## config.mk

```make
export PLATFORM = sky130hd
export DESIGN_NAME = keypad_bcd_encoder
export DESIGN_NICKNAME = d
export VERILOG_FILES = /design/src/rtl/edcoder_pkg.sv /design/src/rtl/key_sync_debounce.sv /design/src/rtl/keypad_bcd_encoder.sv
export SDC_FILE = /design/constraint.sdc
export NUM_CORES = 1
export LEC_CHECK = 0
export CORE_ASPECT_RATIO = 1.5
export CORE_MARGIN = 2
export CORE_UTILIZATION = 32
export CTS_BUF_LIST = sky130_fd_sc_hd__clkbuf_2 sky130_fd_sc_hd__clkbuf_4 sky130_fd_sc_hd__clkbuf_8
export CTS_CLUSTER_SIZE = 24
export DETAILED_ROUTE_END_ITERATION = 6
export DONT_BUFFER_PORTS = 1
export GPL_TIMING_DRIVEN = 0
export SYNTH_ARGS = -nofsm -noshare
export SYNTH_HDL_FRONTEND = slang
export SYNTH_SLANG_ARGS = --single-unit
```

## constraint.sdc

```tcl
create_clock -name iCLK -period 4.8 [get_ports iCLK]
set_clock_uncertainty 0.15 [all_clocks]
set_input_delay 0.72 -clock iCLK [delete_from_list [all_inputs] [get_ports iCLK]]
set_output_delay 0.72 -clock iCLK [all_outputs]
set_load 0.03 [all_outputs]
```

## src/rtl/edcoder_pkg.sv

```systemverilog
// Shared types and helpers for the keypad-to-BCD encoder.
package edcoder_pkg;

    localparam int unsigned NUM_KEYS = 10;
    localparam int unsigned CODE_W   = 4;

    localparam logic [CODE_W-1:0] CODE_ERR = 4'hF;

    typedef enum logic [1:0] {
        StIdle,
        StHold,
        StRelease
    } state_e;

    typedef struct packed {
        logic [CODE_W-1:0] code;
        logic              err;
    } enc_t;

    // Single set bit yields its index; any multi-key vector yields CODE_ERR with err set.
    function automatic enc_t onehot_to_bcd(input logic [NUM_KEYS-1:0] keys);
        enc_t        r;
        int unsigned n;
        r.code = '0;
        r.err  = 1'b0;
        n      = 0;
        for (int k = 0; k < int'(NUM_KEYS); k++) begin
            if (keys[k]) begin
                n++;
                r.code = CODE_W'(k);
            end
        end
        if (n > 1) begin
            r.code = CODE_ERR;
            r.err  = 1'b1;
        end
        return r;
    endfunction

endpackage

```

## src/rtl/key_sync_debounce.sv

```systemverilog
// Two-flop synchroniser and debounce counter; stable_o follows the synchronised
// vector once it has held unchanged for DEBOUNCE_CYCLES cycles.
module key_sync_debounce
    import edcoder_pkg::*;
#(
    parameter int unsigned DEBOUNCE_CYCLES = 4,
    parameter int unsigned WIDTH           = NUM_KEYS
) (
    input  logic             clk_i,
    input  logic             rst_ni,
    input  logic [WIDTH-1:0] raw_i,
    output logic [WIDTH-1:0] stable_o
);

    localparam logic [7:0] CntMax = 8'(DEBOUNCE_CYCLES);

    logic [WIDTH-1:0] sync1_q, sync2_q, stable_q, stable_d;
    logic [7:0]       cnt_q, cnt_d;

    always_comb begin
        cnt_d    = cnt_q;
        stable_d = stable_q;
        // sync1 != sync2 means the synchronised vector changes on this edge.
        if (sync1_q != sync2_q) begin
            cnt_d = '0;
        end else if (cnt_q != CntMax) begin
            cnt_d = cnt_q + 8'd1;
        end
        if (cnt_d == CntMax) begin
            stable_d = sync2_q;
        end
    end

    always_ff @(posedge clk_i or negedge rst_ni) begin
        if (!rst_ni) begin
            sync1_q  <= '0;
            sync2_q  <= '0;
            cnt_q    <= '0;
            stable_q <= '0;
        end else begin
            sync1_q  <= raw_i;
            sync2_q  <= sync1_q;
            cnt_q    <= cnt_d;
            stable_q <= stable_d;
        end
    end

    assign stable_o = stable_q;

endmodule

```

## src/rtl/keypad_bcd_encoder.sv

```systemverilog
// Debounced 10-key to BCD encoder with a valid/ready output; one event per press.
// Define ENCODER_AUTOREPEAT_EN to re-issue a held single key every REPEAT_CYCLES.
module keypad_bcd_encoder
    import edcoder_pkg::*;
#(
    parameter int unsigned DEBOUNCE_CYCLES = 4
`ifdef ENCODER_AUTOREPEAT_EN
    ,
    parameter int unsigned REPEAT_CYCLES = 16
`endif
) (
    input  logic                iCLK,
    input  logic                iRSTn,
    input  logic [NUM_KEYS-1:0] iIN,
    input  logic                iREADY,
    output logic [CODE_W-1:0]   oCODE,
    output logic                oVALID,
    output logic                oERR,
    output logic                oKEY_DOWN
);

    logic [NUM_KEYS-1:0] stable;
    enc_t                enc;
    state_e              state_q, state_d;
    logic [CODE_W-1:0]   code_q, code_d;
    logic                err_q, err_d;
    logic                valid_q, valid_d;
    logic                key_down_q;
`ifdef ENCODER_AUTOREPEAT_EN
    logic [NUM_KEYS-1:0] key_q, key_d;
    logic [15:0]         rep_q, rep_d;
`endif

    key_sync_debounce #(
        .DEBOUNCE_CYCLES(DEBOUNCE_CYCLES),
        .WIDTH          (NUM_KEYS)
    ) u_debounce (
        .clk_i   (iCLK),
        .rst_ni  (iRSTn),
        .raw_i   (iIN),
        .stable_o(stable)
    );

    always_comb begin
        enc     = onehot_to_bcd(stable);
        state_d = state_q;
        code_d  = code_q;
        err_d   = err_q;
        valid_d = valid_q;
`ifdef ENCODER_AUTOREPEAT_EN
        key_d   = key_q;
        rep_d   = rep_q;
`endif
        case (state_q)
            StIdle: begin
                if (stable != '0) begin
                    state_d = StHold;
                    code_d  = enc.code;
                    err_d   = enc.err;
                    valid_d = 1'b1;
`ifdef ENCODER_AUTOREPEAT_EN
                    key_d   = stable;
`endif
                end
            end
            StHold: begin
                if (iREADY) begin
                    state_d = StRelease;
                    valid_d = 1'b0;
`ifdef ENCODER_AUTOREPEAT_EN
                    // The accepting edge counts as the first held cycle.
                    rep_d   = 16'd1;
`endif
                end
            end
            StRelease: begin
                if (stable == '0) begin
                    state_d = StIdle;
`ifdef ENCODER_AUTOREPEAT_EN
                end else if (!err_q && stable == key_q) begin
                    if (rep_q == 16'(REPEAT_CYCLES - 1)) begin
                        state_d = StHold;
                        valid_d = 1'b1;
                    end else begin
                        rep_d = rep_q + 16'd1;
                    end
                end else begin
                    rep_d = '0;
`endif
                end
            end
            default: state_d = StIdle;
        endcase
    end

    always_ff @(posedge iCLK or negedge iRSTn) begin
        if (!iRSTn) begin
            state_q    <= StIdle;
            code_q     <= '0;
            err_q      <= 1'b0;
            valid_q    <= 1'b0;
            key_down_q <= 1'b0;
`ifdef ENCODER_AUTOREPEAT_EN
            key_q      <= '0;
            rep_q      <= '0;
`endif
        end else begin
            state_q    <= state_d;
            code_q     <= code_d;
            err_q      <= err_d;
            valid_q    <= valid_d;
            key_down_q <= |stable;
`ifdef ENCODER_AUTOREPEAT_EN
            key_q      <= key_d;
            rep_q      <= rep_d;
`endif
        end
    end

    assign oCODE     = code_q;
    assign oERR      = err_q;
    assign oVALID    = valid_q;
    assign oKEY_DOWN = key_down_q;

endmodule

```

### Word level (Yosys, flattened, before mapping)

Index checks and enable logic that the tools add are counted.

* logic and storage cells: 65
* register bits: 47

* multiplexer cells: 29
* magnitude comparators: 1
* add/sub/neg operators: 10
* equal/unequal tests: 8
* reductions and logical operators: 8

Operators with widths (count)
* adder 32 x 1 -> 32 bit (second input constant): 9
* two-way mux 32 bit: 9
* > comparator 32 x 1 -> 1 bit (second input constant): 1
* two-way mux 4 bit: 8
* two-way mux 8 bit: 2
* logical NOT 10 bit: 1
* inequality test 10 bit: 1
* nonzero test 10 bit: 1
* OR reduction 10 bit: 1
* adder 8 x 1 -> 8 bit (second input constant): 1
* == test 8 x 3 -> 1 bit (second input constant): 1
* inequality test 8 x 3 -> 1 bit (second input constant): 1
* two-way mux 2 bit: 3
* inequality test 2 bit (second input constant): 3
* case mux 2 bit (3 select lines): 1
* AND reduction 3 bit: 2
* two-way mux 5 bit: 1
* two-way mux 1 bit: 4
* == test 2 x 1 -> 1 bit (second input constant): 1
* == test 2 bit (second input constant): 1
* logical NOT 2 bit: 1
* case mux 1 bit (2 select lines): 1
* AND reduction 2 bit: 1
* nonzero test 2 bit: 1

### Depth between registers and ports, before layout

* depth after elaboration: 21
* mapped depth: 28
* mapped depth without buffers: 28

### Hierarchy

A second synthesis with hierarchy kept.

* cell total of the unflattened synthesis: 280
* area, all modules: 3021.6 um2

By module, submodules not included
* keypad_bcd_encoder: area an instance 1532.7 um2, cells each 178, times used 1, seq. area each 225.2 um2
* key_sync_debounce: area an instance 1488.9 um2, cells each 102, times used 1, seq. area each 950.9 um2

### Worst setup path after synthesis

Ideal clock, no wire load.

* path kind: reg2reg
* from: reg u_debounce.stable_q[0] (netlist: u_debounce.stable_o[0])
* to: reg code_q[2] (netlist: oCODE[2])
* data arrival time: 4.963 ns
* cell stages (with the launch flop): 28
* setup slack: -0.395 ns
* setup time: 0.082 ns
* path through: dfrtp_1 inv_1 ha_1 xor2_1 xnor2_1 mux2_2 ha_1 a221o_1 ha_1 nor2b_1 nor2_1 ha_1 nand2_1 nand2_1 ha_1 a21oi_1 and2_1 inv_1 ha_1 nand2_1 o21a_1 inv_1 ha_1 inv_1 and3_1 a32oi_1 a21oi_2 a31oi_1

* word-level cells in the longest chain between the ends: 21
* elaborated cells on any way between the ends: 23

RTL lines
* start, declared: RTL line key_sync_debounce.sv:17 `logic [WIDTH-1:0] sync1_q, sync2_q, stable_q, stable_d;`
* start signal, assigned: RTL line key_sync_debounce.sv:44 `stable_q <= stable_d;`
* two-way mux 1 bit: RTL line edcoder_pkg.sv:28 `if (keys[k]) begin`
* adder 32 x 1 -> 32 bit: RTL line edcoder_pkg.sv:29 `n++;`
* two-way mux 32 bit: RTL line edcoder_pkg.sv:28
* adder 32 x 1 -> 32 bit: RTL line edcoder_pkg.sv:29
* two-way mux 32 bit: RTL line edcoder_pkg.sv:28
* adder 32 x 1 -> 32 bit: RTL line edcoder_pkg.sv:29
* two-way mux 32 bit: RTL line edcoder_pkg.sv:28
* adder 32 x 1 -> 32 bit: RTL line edcoder_pkg.sv:29
* (+5 left out)
* adder 32 x 1 -> 32 bit: RTL line edcoder_pkg.sv:29
* two-way mux 32 bit: RTL line edcoder_pkg.sv:28
* adder 32 x 1 -> 32 bit: RTL line edcoder_pkg.sv:29
* two-way mux 32 bit: RTL line edcoder_pkg.sv:28
* adder 32 x 1 -> 32 bit: RTL line edcoder_pkg.sv:29
* two-way mux 32 bit: RTL line edcoder_pkg.sv:28
* > comparator 32 x 1 -> 1 bit: RTL line edcoder_pkg.sv:33 `if (n > 1) begin`
* two-way mux 5 bit: RTL line edcoder_pkg.sv:33
* end signal, assigned: RTL line keypad_bcd_encoder.sv:109 `code_q <= code_d;`
* end, declared: RTL line keypad_bcd_encoder.sv:25 `logic [CODE_W-1:0] code_q, code_d;`

Parallel ways exist; a longest one is shown, timed or not.
A chain may end at the register's enable or synchronous reset.

### Worst setup path in the final report

* from: reg u_debounce.stable_q[0] (netlist: u_debounce.stable_o[0])
* to: reg code_q[1] (netlist: oCODE[1])

The elaborated chain is that of the path after synthesis.

==> summary.txt <==
Outcome
  – Status: finished, violations left
  – Failing checks: negative setup slack

Critical path
  – Arr. time, crit path: roughly 5000 ps
  – Worst Path Max Fanout: 4
  – Worst Path Required: between 4000 and 5000 ps
  – CP Launch Type: register
  – Worst Path Class, Setup: register to register
  – CP endpoint kind: register

CTS
  – Sink Count: 47
  – Clock Latency Late Sink: around 300 ps
  – CTS max path bufs: 2
  – CTS Root Cell: clkbuf_8
  – Reg clk slew, reported paths: 80 ps
  – H-tree levels: 2
  – TritonCTS Buffers: 5
  – CTS tree: done

Logic synthesis
  – Ys Warns: 0
  – Syn nets: 303
  – Post-synth top cells: 47 x dfrtp_1, 29 x nor2_1, 19 x nand2_1
  – Yosys cell types: 54
  – Simple-Gate Fraction of Synth Area: about 17%
  – Cell with the most instances after synthesis: dfrtp_1
  – Post-synth top area cell: dfrtp_1
  – Post-synth ARST share: 100%
  – Synth Area in Adders: around 5.8%
  – Post-synthesis sequential area ratio: a little over two fifths
  – Synthesized area: 0.00282 mm^2
  – Post-synthesis xor/xnor area fraction: between 10% and 20%
  – Main combinational cell family by area after synthesis: simple AND/OR/NAND/NOR gates
  – Avg Inst Size Synth: slightly above 10 um^2
  – Post-synthesis sequential element count: 47
  – EDFF count, synth: 0
  – Top FF cell, synth: dfrtp_1
  – Synth Instances: around 280
  – Synth Area in Compound Gates: 11.3%
  – Post-synthesis mux area share: 4.39%
  – Synth area leaders: dfrtp_1 42%, ha_1 5.8%, xor2_1 5.3%
  – Yosys top cell area share: 41.7%

Detailed routing
  – Drt initial violations: a little over 90
  – Via count: 2,083
  – Vias/cell: 5.08
  – Drc violations: 0
  – Post-route ant nets: 0
  – Routed length per instance: around 13 um
  – Drt total wl: between 5000 and 6000 um
  – Drt pass-1 iters: 4

Power
  – Static Leak: roughly 0.0014 uW
  – Logic gate share of total power: ~2.6%
  – Clock Power Share: 34.2%
  – Register share of total power: a little over three fifths
  – Pwr per Cell Area: roughly 190 mW/mm^2
  – Worst vdd ir: around 0.00018 V
  – Sw Share: between 20% and 30%
  – P_sw: between 100 and 150 uW
  – Overall Power: 649 uW
  – P_int: slightly above 500 uW

Run
  – Max-cap violations: 0

STA
  – Slew Limit Fails: 0
  – Minimum clock period: about 5000 ps
  – Sum Neg Setup Slack: -796 ps
  – Final Cycle Share: 104%
  – Final setup viols: 5
  – Final setup margin: -193 ps
  – Slew HR: 41.7%
  – Worst Max-Slew Pin Slew: 867 ps
  – Final hold slack: about 110 ps
  – RSZ-0062 raised after global routing: yes
  – F_max: between 200 and 250 MHz
  – Final-report hold violation count: 0

Global route
  – Vias in the first global route: between 2,000 and 2,500
  – First-pass GRT wire length: approximately 9000 um
  – Gr usage total: 12.2%
  – Initial antenna violation count: 0
  – GRT Residual Overflow: 0
  – Largest net degree at the start of global routing: between 40 and 50

Placed design
  – I/O Buffers: 0
  – RePlAce Congestion: between 0.8 and 0.9
  – Post-DP HPWL: 3910 um
  – Dpl cells: between 300 and 400

Hold path
  – Worst min-delay path class: input port to async pin

Finish
  – Share of layout cells above drive strength 1: 23.7%
  – Area Growth Syn to Fin: 18.7%
  – Util after Layout: 38.6%
  – ANT cells: 0
  – Final nets: 327
  – Finished Layout Cells: 410

Floorplan
  – Row count: 42
  – Core Area: approximately 0.0087 mm^2
  – Die H: 119 um
  – Starting Density: approximately 33%
  – Top Ports: 20
  – DIE WIDTH: about 80 um
  – Die area: between 0.009 and 0.01 mm^2
## worst paths after layout
| path | start | endpoint | slack [ps] | cells after the start |
|---|---|---|---|---|
| max | u_debounce.stable_o[0] | oCODE[1] | -190 | 26 |
| min reg2reg | u_debounce.sync1_q[5] | u_debounce.sync2_q[5] | 240 | 0 |
| max reg2reg | u_debounce.stable_o[0] | oCODE[1] | -190 | 26 |
| max in group asynchronous | iRSTn | u_debounce.stable_o[3] | 4190 | 1 |
| min | iRSTn | oVALID | 110 | 1 |
| min in group iCLK | u_debounce.sync1_q[5] | u_debounce.sync2_q[5] | 240 | 0 |
## cell type report
type	count	area (um^2)
Fill cell	832	5320
Multi-Input combinational cell	203	1700
Sequential cell	47	1180
Timing Repair Buffer	17	148
Tap cell	110	138
Clock buffer	6	76.3
Inverter	15	56.3
Buffer	12	52.6
## kinds of logic (layout without fill, tap and decap cells)
family,Yosys count,count (layout)
and+or+nand+nor,95,95
adders and majority gates,13,13
xor gates and xnor gates,39,39
AOI/OAI and AO/OA,45,45
buffers and inverters,27,50
DFF,47,47
muxes,11,11
## timing repair
action,CTS,global route
pin swaps,4,12
resized for setup,5,16
setup endpoints to repair,5,5
endpoints found under the hold margin,47,0
buffers inserted,13,3
hold buffers,1,0
## per-stage QoR
step | area, um^2 | worst slack, ps
after floorplan | 2870 | 1.56
after global placement | 3000 | -318
after detailed placement | 3000 | -371
after CTS | 3230 | -187
after global routing | 3350 | -454
final | 3350 | -193
## flip-flops by register name (all words and copies together), names as in the netlist
signal,count
oERR,1
u_debounce.sync2_q,10
oKEY_DOWN,1
u_debounce.cnt_q,8
u_debounce.sync1_q,10
u_debounce.stable_o,10
oVALID,1
oCODE,4
state_q,2
## critical path, cell delays in order, from the launching register on
cell      delay, ps
dfrtp_1         410
inv_2            70
ha_4            300
xor2_4          160
xnor2_1          90
mux2_4          270
ha_4            240
a221o_1         390
ha_4            260
nor2b_4         120
nor2_2           40
ha_1            310
nand2_2         100
nand2_2          70
ha_4            250
a21oi_2         120
and2_4          150
inv_2            40
ha_4            190
nand2_1          50
o21a_1          160
inv_2            50
ha_4            160
xor2_2          220
o311ai_1        160
a21oi_2         190
a31oi_1         110
## power groups by stage
stage | registers (uW) | clock network, uW | logic (uW)
floorplan | 417 | 0 | 6.42
global placement | 418 | 0 | 7.37
detailed placement | 418 | 0 | 7.51
CTS | 410 | 233 | 17.9
global route | 411 | 248 | 19.9
finish | 410 | 222 | 16.8
## cells in the final DEF, fill, tap and decap left out, drive strengths merged, types with 4 or more instances in the layout
cell type / n
o21ai: 8
nor2: 29
buf: 21
o31ai: 4
nor3: 9
xnor2: 15
clkbuf: 14
a21oi: 10
inv: 15
ha: 13
xnor3: 5
nand3: 8
nand2: 19
dfrtp: 47
and3: 6
xor2: 17
mux2: 11
## layer usage
metal / part of all wire (%) / global-route usage [%] / wire (um)
met1: 41 / 14.1 / 2230
met2: 54 / 21.6 / 2960
met3: 1.5 / 1.21 / 83
met4: 3.0 / 6.57 / 163
met5: 0 / 0 / 0
Power figures use the tool's default switching activity.
